`src/rtl/clock_monitor_pkg.sv`:
```
// Shared definitions for the clock monitor: register map, identity constants,
// scan FSM states and the tolerance-window comparison.
package clock_monitor_pkg;

    localparam logic [3:0] ADDR_ID       = 4'd0;
    localparam logic [3:0] ADDR_VERSION  = 4'd1;
    localparam logic [3:0] ADDR_CTRL     = 4'd2;
    localparam logic [3:0] ADDR_STATUS   = 4'd3;
    localparam logic [3:0] ADDR_MASK     = 4'd4;
    localparam logic [3:0] ADDR_NOMINAL  = 4'd5;
    localparam logic [3:0] ADDR_TOL      = 4'd6;
    localparam logic [3:0] ADDR_SCAN_CNT = 4'd7;

    localparam logic [31:0] ID_VALUE      = 32'hc10c_4d0e;
    localparam logic [31:0] VERSION_VALUE = 32'h0001_0000;

    typedef enum logic [1:0] {
        ST_IDLE,
        ST_REQ,
        ST_WAIT,
        ST_CHECK
    } state_t;

    typedef struct packed {
        logic irq_en;
        logic enable;
    } ctrl_t;

    // 33-bit difference so extreme LAST/NOMINAL pairs never wrap.
    function automatic logic window_fail(input logic [31:0] last,
                                         input logic [31:0] nominal,
                                         input logic [31:0] tol);
        logic [32:0] diff;
        logic [32:0] mag;
        diff = {1'b0, last} - {1'b0, nominal};
        mag  = diff[32] ? (33'd0 - diff) : diff;
        return mag > {1'b0, tol};
    endfunction

endpackage

```
`src/rtl/clock_monitor_window.sv`:
```
// Purpose: flags a measurement outside nominal +/- tolerance.
// Latency: combinational.
// Backpressure: none, pure function of its inputs.
module clock_monitor_window
    import clock_monitor_pkg::*;
(
    input  logic [31:0] last,
    input  logic [31:0] nominal,
    input  logic [31:0] tol,
    output logic        fail
);

    assign fail = window_fail(last, nominal, tol);

endmodule

```
`src/rtl/clock_monitor.sv`:
```
// Purpose: periodically polls per-channel clock measurements and raises alarms/irq on window violations.
// Latency: control reads return 1 cycle after the strobe; each channel costs 2+READ_LATENCY cycles.
// Backpressure: master holds address/read stable while waitrequest is high; slave never stalls.
module clock_monitor
    import clock_monitor_pkg::*;
#(
    parameter int          NUM_CH       = 8,
    parameter int          POLL_PERIOD  = 125000000,
    parameter int          READ_LATENCY = 1,
    parameter int          MEAS_BASE    = 4,
    parameter logic [31:0] NOMINAL_RST  = 32'd125000000,
    parameter logic [31:0] TOL_RST      = 32'd1250
)(
    input  logic              csi_clk_clk,
    input  logic              rsi_reset_reset,
    input  logic [3:0]        avs_ctrl_address,
    input  logic              avs_ctrl_read,
    input  logic              avs_ctrl_write,
    output logic [31:0]       avs_ctrl_readdata,
    input  logic [31:0]       avs_ctrl_writedata,
    output logic [3:0]        avm_meas_address,
    output logic              avm_meas_read,
    input  logic              avm_meas_waitrequest,
    input  logic [31:0]       avm_meas_readdata,
    output logic              ins_irq_irq,
    output logic [NUM_CH-1:0] coe_alarm
);

    localparam int TW = $clog2(POLL_PERIOD + 1);
    localparam int LW = $clog2(READ_LATENCY + 1);

    ctrl_t             ctrl;
    logic [NUM_CH-1:0] status;
    logic [NUM_CH-1:0] status_nxt;
    logic [NUM_CH-1:0] mask;
    logic [NUM_CH-1:0] mask_nxt;
    logic [NUM_CH-1:0] alarm;
    logic [NUM_CH-1:0] alarm_nxt;
    logic [31:0]       nominal;
    logic [31:0]       tol;
    logic [31:0]       scan_cnt;
    logic [31:0]       last [8];
    logic [31:0]       rd_mux;
    logic [TW-1:0]     timer;
    logic              start_pend;
    state_t            state;
    logic [2:0]        ch;
    logic [LW-1:0]     lat_cnt;
    logic              fail;
    logic              scan_start;
    logic              timer_wrap;

    assign scan_start = (state == ST_IDLE) && start_pend && ctrl.enable;
    assign timer_wrap = ctrl.enable && (timer == TW'(POLL_PERIOD - 1));

    clock_monitor_window u_window (
        .last    (last[ch]),
        .nominal (nominal),
        .tol     (tol),
        .fail    (fail)
    );

    // A wrap that lands during a scan keeps start_pend set so one more scan follows.
    always_ff @(posedge csi_clk_clk) begin
        if (rsi_reset_reset) begin
            timer      <= '0;
            start_pend <= 1'b0;
        end else begin
            if (!ctrl.enable || timer_wrap)
                timer <= '0;
            else
                timer <= timer + TW'(1);

            if (!ctrl.enable)
                start_pend <= 1'b0;
            else if (timer_wrap)
                start_pend <= 1'b1;
            else if (scan_start)
                start_pend <= 1'b0;
        end
    end

    always_ff @(posedge csi_clk_clk) begin
        if (rsi_reset_reset) begin
            state            <= ST_IDLE;
            ch               <= '0;
            lat_cnt          <= '0;
            avm_meas_read    <= 1'b0;
            avm_meas_address <= '0;
            scan_cnt         <= '0;
            for (int i = 0; i < 8; i++)
                last[i] <= '0;
        end else begin
            case (state)
                ST_IDLE: begin
                    if (scan_start) begin
                        ch               <= '0;
                        avm_meas_read    <= 1'b1;
                        avm_meas_address <= 4'(MEAS_BASE);
                        state            <= ST_REQ;
                    end
                end
                ST_REQ: begin
                    if (!avm_meas_waitrequest) begin
                        avm_meas_read <= 1'b0;
                        lat_cnt       <= '0;
                        state         <= ST_WAIT;
                    end
                end
                ST_WAIT: begin
                    if (lat_cnt == LW'(READ_LATENCY - 1)) begin
                        last[ch] <= avm_meas_readdata;
                        state    <= ST_CHECK;
                    end else begin
                        lat_cnt <= lat_cnt + LW'(1);
                    end
                end
                ST_CHECK: begin
                    if (ch == 3'(NUM_CH - 1)) begin
                        scan_cnt <= scan_cnt + 32'd1;
                        state    <= ST_IDLE;
                    end else begin
                        ch               <= ch + 3'd1;
                        avm_meas_read    <= 1'b1;
                        avm_meas_address <= 4'(MEAS_BASE) + 4'(ch) + 4'd1;
                        state            <= ST_REQ;
                    end
                end
                default: state <= ST_IDLE;
            endcase
        end
    end

    // A window failure in CHECK wins over a same-cycle write-1-to-clear.
    always_comb begin
        mask_nxt   = mask;
        status_nxt = status;
        alarm_nxt  = alarm;
        if (avs_ctrl_write && avs_ctrl_address == ADDR_MASK)
            mask_nxt = avs_ctrl_writedata[NUM_CH-1:0];
        if (avs_ctrl_write && avs_ctrl_address == ADDR_STATUS)
            status_nxt = status & ~avs_ctrl_writedata[NUM_CH-1:0];
        if (state == ST_CHECK) begin
            alarm_nxt[ch] = fail & mask[ch];
            if (fail && mask[ch])
                status_nxt[ch] = 1'b1;
        end
    end

    always_comb begin
        rd_mux = '0;
        case (avs_ctrl_address)
            ADDR_ID:       rd_mux = ID_VALUE;
            ADDR_VERSION:  rd_mux = VERSION_VALUE;
            ADDR_CTRL:     rd_mux = {30'd0, ctrl};
            ADDR_STATUS:   rd_mux = 32'(status);
            ADDR_MASK:     rd_mux = 32'(mask);
            ADDR_NOMINAL:  rd_mux = nominal;
            ADDR_TOL:      rd_mux = tol;
            ADDR_SCAN_CNT: rd_mux = scan_cnt;
            default: begin
                if (int'(avs_ctrl_address[2:0]) < NUM_CH)
                    rd_mux = last[avs_ctrl_address[2:0]];
            end
        endcase
    end

    always_ff @(posedge csi_clk_clk) begin
        if (rsi_reset_reset) begin
            ctrl              <= '0;
            mask              <= '1;
            status            <= '0;
            alarm             <= '0;
            nominal           <= NOMINAL_RST;
            tol               <= TOL_RST;
            ins_irq_irq       <= 1'b0;
            avs_ctrl_readdata <= '0;
        end else begin
            mask        <= mask_nxt;
            status      <= status_nxt;
            alarm       <= alarm_nxt & mask_nxt;
            ins_irq_irq <= ctrl.irq_en & (|status);
            if (avs_ctrl_write) begin
                case (avs_ctrl_address)
                    ADDR_CTRL:    ctrl    <= ctrl_t'(avs_ctrl_writedata[1:0]);
                    ADDR_NOMINAL: nominal <= avs_ctrl_writedata;
                    ADDR_TOL:     tol     <= avs_ctrl_writedata;
                    default: ;
                endcase
            end
            if (avs_ctrl_read)
                avs_ctrl_readdata <= rd_mux;
        end
    end

    assign coe_alarm = alarm;

endmodule

```
`config.mk`:
```
export PLATFORM = sky130hd
export DESIGN_NAME = clock_monitor
export DESIGN_NICKNAME = d
export VERILOG_FILES = /design/src/rtl/clock_monitor_pkg.sv /design/src/rtl/clock_monitor_window.sv /design/src/rtl/clock_monitor.sv
export SDC_FILE = /design/constraint.sdc
export NUM_CORES = 1
export LEC_CHECK = 0
export BUFFER_PORTS_ARGS = -buffer_cell sky130_fd_sc_hd__buf_2
export CAP_MARGIN = 20
export CORE_MARGIN = 5
export CORE_UTILIZATION = 48
export DETAILED_ROUTE_END_ITERATION = 12
export HOLD_SLACK_MARGIN = 0.08
export PLACE_DENSITY = 0.76
export SLEW_MARGIN = 20
export SYNTH_ARGS = -nofsm -noshare
export SYNTH_HDL_FRONTEND = slang
export SYNTH_SLANG_ARGS = --single-unit
```
`constraint.sdc`:
```
create_clock -name csi_clk_clk -period 8.25 [get_ports csi_clk_clk]
set_input_delay 1.2375 -clock csi_clk_clk [delete_from_list [all_inputs] [get_ports csi_clk_clk]]
set_output_delay 1.2375 -clock csi_clk_clk [all_outputs]
set_load 0.05 [all_outputs]
```
==> run summary, run 1 <==
• **result of the run** complete, no violations
• **iteration-0 DRC count of the detailed router** 2308
• **initial antenna violation count** 8
• **first-pass iteration count of the detailed router** 6
• **post-synth top area cell** sky130_fd_sc_hd__edfxtp_1
• **number of buffers inserted for hold repair after clock tree synthesis** 0
• **clock sink count** 450
• **clock latency on the worst-skew pair** 0.60 ns
• **clock transition at the registers of the reported paths** 0.06 ns
• **number of vias after detailed routing** 20000
• **DIE AREA** 57900 µm²
• **clock tree from TritonCTS** done
• **number of global-route vias before repair** 19800
• **top-level port count** 119
• **largest clock skew in the final design** 0.0264 ns
• **TritonCTS buffer count** 48
• **top cells by area in the synthesized netlist** sky130_fd_sc_hd__edfxtp_1, sky130_fd_sc_hd__dfxtp_1, sky130_fd_sc_hd__mux4_2
• **proportion of power drawn by flip-flops and latches** 45.3%
• **reported leakage power** 10.5 nW
• **setup repair bufs after CTS** 0
• **number of instances resized during post-cts repair** 0
• **pin count of the biggest net entering global routing** 55
• **total of buffers placed on input and output ports** 118
• **switch share** 26.8%
• **gp weighted congestion** 0.980
• **capturing element type of the critical path** register
• **data required time at the worst endpoint** 8.75 ns
• **share of the core filled with cells in the final layout** 54.1%
• **final worst hold slack** 0.463 ns
• **min setup slack post-route** 1.06 ns
• **Antenna Violating Nets Remaining** 0
• **Mean Syn Cell Area** 10.4 µm²
• **maximum net fanout on the critical path** 36
• **antenna cell count** 0
• **synthesized area** 25500 µm²
• **Synth Register Bits** 450
• **core area** 52700 µm²
• **overall fraction of global-route tracks in use** 25.9%
• **layout cell share with drive strength beyond 1** 17.3%
• **hold violation count in the final report** 0
• **register-to-register path setup slack** 1.06 ns
• **Via density** 6.18
• **layout overhead on the synthesized area** 11.6%
• **global route overflow** 0
• **cell area after layout** 28500 µm²
• **distinct cell type count of the synthesized netlist** 82
• **horizontal extent of the die** 241 µm
• **commonest register cell after synthesis** sky130_fd_sc_hd__edfxtp_1
• **count of warnings emitted by yosys** 0
• **fraction of post-synthesis cell area in the top cell type by area** 30.1%
• **post-route clock period utilization** 87.1%
• **part of the total power dissipated in the clock network** 40.6%
• **Layout Nets** 2663
• **actual slew at the worst max-slew pin** 1.14 ns
• **cell with the most instances after synthesis** sky130_fd_sc_hd__nand2_1
• **most common library cells after synthesis** sky130_fd_sc_hd__nand2_1, sky130_fd_sc_hd__and2_1, sky130_fd_sc_hd__edfxtp_1
• **drc violations** 0
• **cell count after synthesis** 2455
• **worst slew margin relative to its limit** 23.6%
• **Internal Power** 4.00 mW
• **Initial Util** 48.5%
• **area after detailed placement** 26900 µm²
• **Max-Cap Viols** 0
• **final setup violating endpoints** 0
• **Die Ht** 241 µm
• **type of the most critical hold path** reg2reg
• **total net switching power** 1.46 mW
• **Gate power share** 14.2%
• **final max-slew violation count** 0
• **wire per inst** 23.5 µm
• **unrepaired setup endpoints after global routing** false
• **number of nets produced by synthesis** 2602
• **Post-Place Worst Slack** 1.22 ns
• **root buf cell** sky130_fd_sc_hd__clkbuf_16
• **CTS max path bufs** 3
• **final routed wirelength across all metal layers** 76.3 mm
• **worst ir drop on vdd** 169 µV
• **power per standard cell area** 192 nW/µm²
• **Max Freq** 139 MHz
• **final total negative setup slack** 0 ns
• **number of synthesized flops with an enable pin** 256
• **wire length of the first global-routing pass** 117 mm
• **data arrival time of the worst path** 7.69 ns
• **Synth async-reset ratio** 0%
• **crit path time final** 7.19 ns
• **number of H-tree levels** 2
• **HPWL after DPL** 53.3 mm
• **category of the worst setup path launch point** register
• **placement row count** 84
• **sequential-to-total area share from yosys stat** 45.3%
• **startpoint-to-endpoint class of the critical path** reg2reg
placed cells by master (no fill, tap or decap), drive strengths merged, types with 6 or more instances in the layout:
master  instances
o21a            7
nand2         278
nor2b          12
mux4          129
or3            15
dfxtp         194
o21ai          78
mux2i          28
xnor2          39
nor2          189
and2          275
clkinv         17
a31oi          12
xor2           54
nor4           16
edfxtp        256
a21boi         11
and3           14
nor3           44
a221oi          6
a21oi         153
ha             73
mux2           33
inv            88
nand3          61
a22oi          35
a21o           24
nand4          32
a41oi           7
nand2b         12
buf           156
and4            6
clkbuf         66
o211ai         34
a211oi         34
registers in the layout, indices dropped and copies added (netlist names), named ones only:
register	flops
ch	1
timer	27
avm_meas_address	4
status	8
state	2
avm_meas_read	1
ins_irq_irq	1
scan_cnt	32
mask	8
avs_ctrl_readdata	32
start_pend	1
ctrl	2
tol	32
nominal	32
coe_alarm	8
last	256
worst max-delay path, stage by stage (launching register included):
cell and delay, ns:
sky130_fd_sc_hd__dfxtp_4 0.74, sky130_fd_sc_hd__buf_12 0.38, sky130_fd_sc_hd__mux4_2 0.55, sky130_fd_sc_hd__mux2_2 0.28, sky130_fd_sc_hd__ha_1 0.47, sky130_fd_sc_hd__nand4_1 0.21
sky130_fd_sc_hd__nor3_1 0.59, sky130_fd_sc_hd__nand2_1 0.21, sky130_fd_sc_hd__a211oi_1 0.26, sky130_fd_sc_hd__a211oi_1 0.12, sky130_fd_sc_hd__nor3_1 0.40, sky130_fd_sc_hd__and2_0 0.43
sky130_fd_sc_hd__a31oi_1 0.17, sky130_fd_sc_hd__xnor2_1 0.16, sky130_fd_sc_hd__ha_1 0.31, sky130_fd_sc_hd__nand4_1 0.16, sky130_fd_sc_hd__nor3_1 0.36, sky130_fd_sc_hd__a21boi_0 0.24
sky130_fd_sc_hd__o221ai_1 0.13, sky130_fd_sc_hd__a21oi_1 0.15, sky130_fd_sc_hd__buf_4 0.19, sky130_fd_sc_hd__a41oi_2 0.04, sky130_fd_sc_hd__buf_4 0.22, sky130_fd_sc_hd__o31ai_1 0.24
metal layers:
layer / vias to the layer above / track usage, % / share of wire (%)
li1: 9052 / - / -
met1: 9816 / 35.6 / 40
met2: 998 / 42.1 / 47
met3: 150 / 5.31 / 9.5
met4: 12 / 7.26 / 2.9
met5: - / 0 / 0.12
per-stage QoR:
stage                     cells  total power [mW]
after floorplan            2455              3.04
after global placement     3153              3.26
after detailed placement   3153              3.28
after CTS                  3242              5.47
after global routing       3243              5.65
final                      3243              5.46
cell families after synthesis:
family                     after synthesis  share of synthesized area [%]
AOI/OAI and AO/OA                      446                           11.4
xor gates and xnor gates                93                           3.19
adders and majority gates               74                           3.65
buffers and inverters                  232                           3.51
DFF                                    450                           45.3
muxes                                  190                           13.9
and+or+nand+nor                        970                           19.0
worst paths after layout:
kind,startpoint,endpoint,cells past startpoint
worst max-delay path,register,status[0],23
worst min-delay path,tol[15],tol[15],2
worst max register to register,register,status[0],23
worst min register to register,tol[15],tol[15],2
power by group through the flow:
| stage | clock network (mW) | logic, mW | registers [mW] |
|---|---|---|---|
| after global placement | 0 | 0.745 | 2.51 |
| after global routing | 2.34 | 0.835 | 2.48 |
| after floorplan | 0 | 0.480 | 2.56 |
| final | 2.22 | 0.773 | 2.47 |
| after detailed placement | 0 | 0.758 | 2.52 |
| after CTS | 2.23 | 0.762 | 2.47 |
final cells by class:
| cell class | count | area (µm²) |
|---|---|---|
| clock inverters | 23 | 277 |
| flip-flops and latches | 450 | 11600 |
| multi-input cells | 1773 | 13200 |
| repair buffers | 156 | 912 |
| well taps | 688 | 861 |
| inverters | 87 | 327 |
| fillers | 4420 | 24200 |
| clock buffers | 66 | 1350 |
No activity file was read; power rests on OpenSTA's default activity.
==> inputs of run 2 (changes only) <==
--- a/config.mk
+++ b/config.mk
@@ -14,3 +14,2 @@
 export PLACE_DENSITY = 0.76
-export SLEW_MARGIN = 20
 export SYNTH_ARGS = -nofsm -noshare
--- a/constraint.sdc
+++ b/constraint.sdc
@@ -3,2 +3,2 @@
 set_output_delay 1.2375 -clock csi_clk_clk [all_outputs]
-set_load 0.05 [all_outputs]
+set_load 0.01 [all_outputs]
==> run 2 against run 1 <==
Compared with the run above:
- final cell count about the same
- cell area grew 0.16%
- flip-flop and latch count did not move
- clock skew hardly changed
- wire length about the same
- sequential power about the same
- clock-buffer cell count unchanged
- die area unchanged
- non-clock buffer count rose by 3
- fmax decreased by 0.46%
- setup slack lost 0.033 ns
- worst hold slack improved by 0.00062 ns
- critical path type unchanged
==> run summary, run 2 (synthesized netlist as in run 1, its figures left out) <==
• **Layout Nets** 2666
• **capturing element type of the critical path** register
• **power per standard cell area** 190 nW/µm²
• **reported leakage power** 10.5 nW
• **hold violation count in the final report** 0
• **placement row count** 84
• **result of the run** complete, no violations
• **overall fraction of global-route tracks in use** 25.9%
• **FF-to-FF path depth** 23
• **layout cell share with drive strength beyond 1** 17.3%
• **unrepaired setup endpoints after global routing** false
• **clock tree from TritonCTS** done
• **pin count of the biggest net entering global routing** 55
• **worst slew margin relative to its limit** 25.7%
• **setup repair bufs after CTS** 0
• **Die Ht** 241 µm
• **area used by multi-input combinational logic** 13200 µm²
• **number of buffers inserted for hold repair after clock tree synthesis** 0
• **share of the core filled with cells in the final layout** 54.2%
• **commonest cells after routing, fill and taps aside** sky130_fd_sc_hd__nand2_1, sky130_fd_sc_hd__and2_1, sky130_fd_sc_hd__edfxtp_1
• **register-to-register path setup slack** 1.03 ns
• **startpoint-to-endpoint class of the critical path** reg2reg
• **number of vias after detailed routing** 20100
• **Placed Cells** 3153
• **gp weighted congestion** 0.980
• **iteration-0 DRC count of the detailed router** 2322
• **worst ir drop on vdd** 169 µV
• **WHS Endpoint** tol[9]
• **initial antenna violation count** 8
• **wire length of the first global-routing pass** 117 mm
• **final worst hold slack** 0.464 ns
• **Initial Util** 48.5%
• **number of H-tree levels** 2
• **Fillers** 4414
• **Most flops, register** last
• **TritonCTS buffer count** 48
• **data arrival time of the worst path** 7.72 ns
• **crit path time final** 7.22 ns
• **top-level port count** 119
• **CTS max path bufs** 3
• **clock transition at the registers of the reported paths** 0.06 ns
• **Max-Cap Viols** 0
• **Antenna Violating Nets Remaining** 0
• **final routed wirelength across all metal layers** 76.3 mm
• **layout overhead on the synthesized area** 11.8%
• **capturing point of the worst reg2reg path** status[0]
• **Max Freq** 138 MHz
• **sequential cell area** 11600 µm²
• **hold_sp** tol[9]
• **type of the most critical hold path** reg2reg
• **maximum net fanout on the critical path** 36
• **commonest non-fill, non-tap cell in the layout** sky130_fd_sc_hd__nand2_1
• **core area** 52700 µm²
• **number of flip-flops under the largest register name** 256
• **root buf cell** sky130_fd_sc_hd__clkbuf_16
• **horizontal extent of the die** 241 µm
• **Via density** 6.19
• **actual slew at the worst max-slew pin** 1.11 ns
• **final setup violating endpoints** 0
• **HPWL after DPL** 53.3 mm
• **number of instances resized during post-cts repair** 0
• **antenna cell count** 0
• **total of buffers placed on input and output ports** 118
• **clock sink count** 450
• **data required time at the worst endpoint** 8.75 ns
• **clock latency on the worst-skew pair** 0.60 ns
• **category of the worst setup path launch point** register
• **final total negative setup slack** 0 ns
• **global route overflow** 0
• **DIE AREA** 57900 µm²
• **largest clock skew in the final design** 0.0259 ns
• **drc violations** 0
• **post-route clock period utilization** 87.5%
• **final cell count without fillers** 3246
• **final max-slew violation count** 0
• **first-pass iteration count of the detailed router** 9
• **wire per inst** 23.5 µm
• **count of cells along the worst hold path** 2
• **number of global-route vias before repair** 19800
run 2: worst max-delay path: stages, from the launching register on:
cell and delay (ns):
sky130_fd_sc_hd__dfxtp_4 0.74, sky130_fd_sc_hd__buf_12 0.37, sky130_fd_sc_hd__mux4_2 0.55, sky130_fd_sc_hd__mux2_2 0.28
sky130_fd_sc_hd__ha_1 0.47, sky130_fd_sc_hd__nand4_1 0.21, sky130_fd_sc_hd__nor3_1 0.64, sky130_fd_sc_hd__nand2_1 0.21
sky130_fd_sc_hd__a211oi_1 0.26, sky130_fd_sc_hd__a211oi_1 0.12, sky130_fd_sc_hd__nor3_1 0.41, sky130_fd_sc_hd__and2_0 0.43
sky130_fd_sc_hd__a31oi_1 0.17, sky130_fd_sc_hd__xnor2_1 0.16, sky130_fd_sc_hd__ha_1 0.31, sky130_fd_sc_hd__nand4_1 0.16
sky130_fd_sc_hd__nor3_1 0.35, sky130_fd_sc_hd__a21boi_0 0.23, sky130_fd_sc_hd__o221ai_1 0.13, sky130_fd_sc_hd__a21oi_1 0.15
sky130_fd_sc_hd__buf_4 0.19, sky130_fd_sc_hd__a41oi_2 0.04, sky130_fd_sc_hd__buf_4 0.22, sky130_fd_sc_hd__o31ai_1 0.24
run 2: metrics by stage:
step                      total power [mW]  cell area (µm²)  setup WS [ns]
after floorplan                       3.00            25500           1.90
after global placement                3.21            26900           1.15
after detailed placement              3.23            26900           1.22
after CTS                             5.42            28500           1.15
after global routing                  5.61            28500          0.633
final                                 5.42            28500           1.03
run 2: power breakdown:
group          internal, mW  switching [mW]
combinational         0.280           0.451
clock                  1.28           0.933
sequential             2.43          0.0380
run 2: worst max path at each step:
stage                     cells past startpoint        end  slack [ns]     start
after global placement                       23  status[2]        1.15  register
after floorplan                              25  status[4]        1.90  register
after global routing                         23  status[2]        0.63  register
after CTS                                    23  status[0]        1.15  register
after detailed placement                     23  status[0]        1.22  register
final                                        23  status[0]        1.03  register
run 2: layout make-up:
cell class	count	share of cell area [%]
Timing Repair Buffer	159	3.39
Clock inverter	23	0.969
Tap cell	688	3.02
Clock buffer	66	4.73
Multi-Input combinational cell	1773	46.2
Sequential cell	450	40.5
Inverter	87	1.14
run 2: metal layers:
metal  track usage, %  vias up  wire [µm]
li1                 -     9049          -
met1             35.6     9835      30800
met2             42.1     1044      36000
met3             5.31      151       7220
met4             7.26       12       2070
met5                0        -         92
==> inputs of run 3 (changes only) <==
- CORE_UTILIZATION: 48 -> 55
- PLACE_DENSITY: 0.76 -> 0.84
==> run 3 against run 2 <==
Compared with the run above:
- via count rose by 2.4%
- critical path type unchanged
- worst hold slack got worse by 0.00065 ns
- clock power fell by 3%
- cell area fell by 0.84%
- largest cell class unchanged
- non-clock buffer count fell by 8
==> run summary, run 3 (synthesized netlist as in run 1, its figures left out) <==
• **Placed Cells** 3065
• **clock sink count** 450
• **final total negative setup slack** 0 ns
• **layout overhead on the synthesized area** 10.8%
• **number of vias after detailed routing** 20600
• **Max-Cap Viols** 0
• **clock tree from TritonCTS** done
• **first-pass iteration count of the detailed router** 6
• **met2 capacity usage during global routing** 48.1%
• **gp weighted congestion** 0.975
• **top-level port count** 119
• **GR Util met3** 6.64%
• **placement row count** 79
• **HPWL after DPL** 51.9 mm
• **commonest cells after routing, fill and taps aside** sky130_fd_sc_hd__nand2_1, sky130_fd_sc_hd__and2_1, sky130_fd_sc_hd__edfxtp_1
• **worst ir drop on vdd** 139 µV
• **final max-slew violation count** 0
• **Max Freq** 132 MHz
• **clock transition at the registers of the reported paths** 0.06 ns
• **Via density** 6.51
• **type of the most critical hold path** reg2reg
• **power per standard cell area** 189 nW/µm²
• **commonest non-fill, non-tap cell in the layout** sky130_fd_sc_hd__nand2_1
• **wire length of the first global-routing pass** 120 mm
• **result of the run** complete, no violations
• **pin count of the biggest net entering global routing** 69
• **category of the worst setup path launch point** register
• **hold violation count in the final report** 0
• **Most flops, register** last
• **number of buffers inserted for hold repair after clock tree synthesis** 0
• **met1 Usage GRT** 41.0%
• **largest clock skew in the final design** 0.0250 ns
• **proportion of power drawn by flip-flops and latches** 46.2%
• **overall fraction of global-route tracks in use** 30.2%
• **Initial Util** 55.2%
• **TritonCTS buffer count** 46
• **number of H-tree levels** 2
• **number of flip-flops under the largest register name** 256
• **startpoint-to-endpoint class of the critical path** reg2reg
• **Antenna Violating Nets Remaining** 0
• **CTS max path bufs** 3
• **data required time at the worst endpoint** 8.74 ns
• **Crit path buffers/inverters** 1
• **wire per inst** 24.8 µm
• **maximum net fanout on the critical path** 34
• **worst slew margin relative to its limit** 25.4%
• **capturing element type of the critical path** register
• **final routed wirelength across all metal layers** 78.2 mm
• **crit path time final** 7.59 ns
• **Design Power** 5.36 mW
• **final cell count without fillers** 3157
• **DIE AREA** 50800 µm²
• **delay-heaviest family, CP** compound AO/OA/AOI/OAI gates
• **initial antenna violation count** 7
• **Layout Nets** 2656
• **GR peak layer** met2
• **switch share** 26.5%
• **horizontal extent of the die** 225 µm
• **Gate power share** 13.6%
• **reported leakage power** 10.4 nW
• **clock latency on the worst-skew pair** 0.61 ns
• **iteration-0 DRC count of the detailed router** 2697
• **total of buffers placed on input and output ports** 118
• **Fillers** 3564
• **drc violations** 0
• **slowest cell delay on critical path** 0.99 ns
• **data arrival time of the worst path** 8.09 ns
• **standard cell with the maximum stage delay on the critical path** sky130_fd_sc_hd__dfxtp_2
• **Internal Power** 3.94 mW
• **number of global-route vias before repair** 20500
• **part of the total power dissipated in the clock network** 40.2%
• **Die Ht** 225 µm
• **crit-path cells** mux4_2 -> mux2i_1 -> inv_1 -> ha_1 -> nand2b_1 -> a21o_2 -> a21boi_0 -> o22ai_1 -> nor4_1 -> nand4_1 -> nor4_1 -> a21oi_1 -> xnor2_1 -> ha_1 -> nand4_1 -> nor3_1 -> a21boi_0 -> o221ai_1 -> a21oi_1 -> a41oi_2 -> o41ai_1
• **unrepaired setup endpoints after global routing** false
• **core area** 46300 µm²
• **final setup violating endpoints** 0
• **root buf cell** sky130_fd_sc_hd__clkbuf_16
• **actual slew at the worst max-slew pin** 1.11 ns
• **total net switching power** 1.42 mW
• **global route overflow** 0
• **layout cell share with drive strength beyond 1** 17.0%
• **post-route clock period utilization** 92.1%
[run 3: worst paths after layout]
| check | to | slack, ns | depth (start not counted) | start |
|---|---|---|---|---|
| setup reg to reg | status[2] | 0.66 | 21 | register |
| hold reg to reg | avm_meas_address[3] | 0.46 | 2 | avm_meas_address[3] |
| setup / recovery | status[2] | 0.66 | 21 | register |
| hold / removal | avm_meas_address[3] | 0.46 | 2 | avm_meas_address[3] |
[run 3: per-stage QoR]
stage | cell area [µm²] | hold WS, ns | utilization, % | setup WS, ns
after global placement | 26700 | 0.439 | 57.7 | 1.07
after detailed placement | 26700 | 0.448 | 57.7 | 0.900
final | 28300 | 0.463 | 61.2 | 0.656
after global routing | 28300 | 0.487 | 61.2 | 0.139
after floorplan | 25500 | 0.426 | - | 1.90
after CTS | 28200 | 0.462 | 61.1 | 0.828
[run 3: area by class of cell]
class | count | area [µm²] | area share [%]
antenna | 3 | 7.51 | 0.0265
clock buffer | 71 | 1350 | 4.77
clock inverter | 15 | 198 | 0.698
inverter | 87 | 327 | 1.15
multi-input combinational | 1773 | 13200 | 46.6
sequential | 450 | 11600 | 40.9
tap | 607 | 759 | 2.68
timing repair buffer | 151 | 885 | 3.12
[run 3: worst reg2reg max path, cell delays in order, from the launching register on]
cell	delay [ns]
sky130_fd_sc_hd__dfxtp_2	0.99
sky130_fd_sc_hd__mux4_2	0.45
sky130_fd_sc_hd__mux2i_1	0.52
sky130_fd_sc_hd__inv_1	0.15
sky130_fd_sc_hd__ha_1	0.34
sky130_fd_sc_hd__nand2b_1	0.11
sky130_fd_sc_hd__a21o_2	0.26
sky130_fd_sc_hd__a21boi_0	0.27
sky130_fd_sc_hd__o22ai_1	0.25
sky130_fd_sc_hd__nor4_1	0.70
sky130_fd_sc_hd__nand4_1	0.21
sky130_fd_sc_hd__nor4_1	0.57
sky130_fd_sc_hd__a21oi_1	0.16
sky130_fd_sc_hd__xnor2_1	0.17
sky130_fd_sc_hd__ha_1	0.30
sky130_fd_sc_hd__nand4_1	0.12
sky130_fd_sc_hd__nor3_1	0.26
sky130_fd_sc_hd__a21boi_0	0.23
sky130_fd_sc_hd__o221ai_1	0.13
sky130_fd_sc_hd__a21oi_1	0.56
sky130_fd_sc_hd__a41oi_2	0.33
sky130_fd_sc_hd__o41ai_1	0.41
[run 3: power by group through the flow]
| stage | combinational (mW) | clock (mW) | sequential [mW] |
|---|---|---|---|
| 2_1_floorplan | 0.480 | 0 | 2.52 |
| 3_3_place_gp | 0.688 | 0 | 2.51 |
| 3_5_place_dp | 0.707 | 0 | 2.52 |
| 4_1_cts | 0.712 | 2.16 | 2.47 |
| 5_1_grt | 0.789 | 2.27 | 2.48 |
| 6_report | 0.730 | 2.16 | 2.47 |
[run 3: repair_timing]
action,4_1_cts,5_1_grt
endpoints found under the setup margin,0,2
resized for setup,0,0
endpoints found under the hold margin,0,0
buffers inserted,0,1
[run 3: metal layers]
| metal | wire (µm) | vias to the layer above | part of all wire (%) |
|---|---|---|---|
| li1 | - | 9057 | - |
| met1 | 29800 | 9953 | 38 |
| met2 | 36300 | 1310 | 46 |
| met3 | 8790 | 233 | 11 |
| met4 | 3200 | 12 | 4.1 |
| met5 | 69 | - | 0.088 |
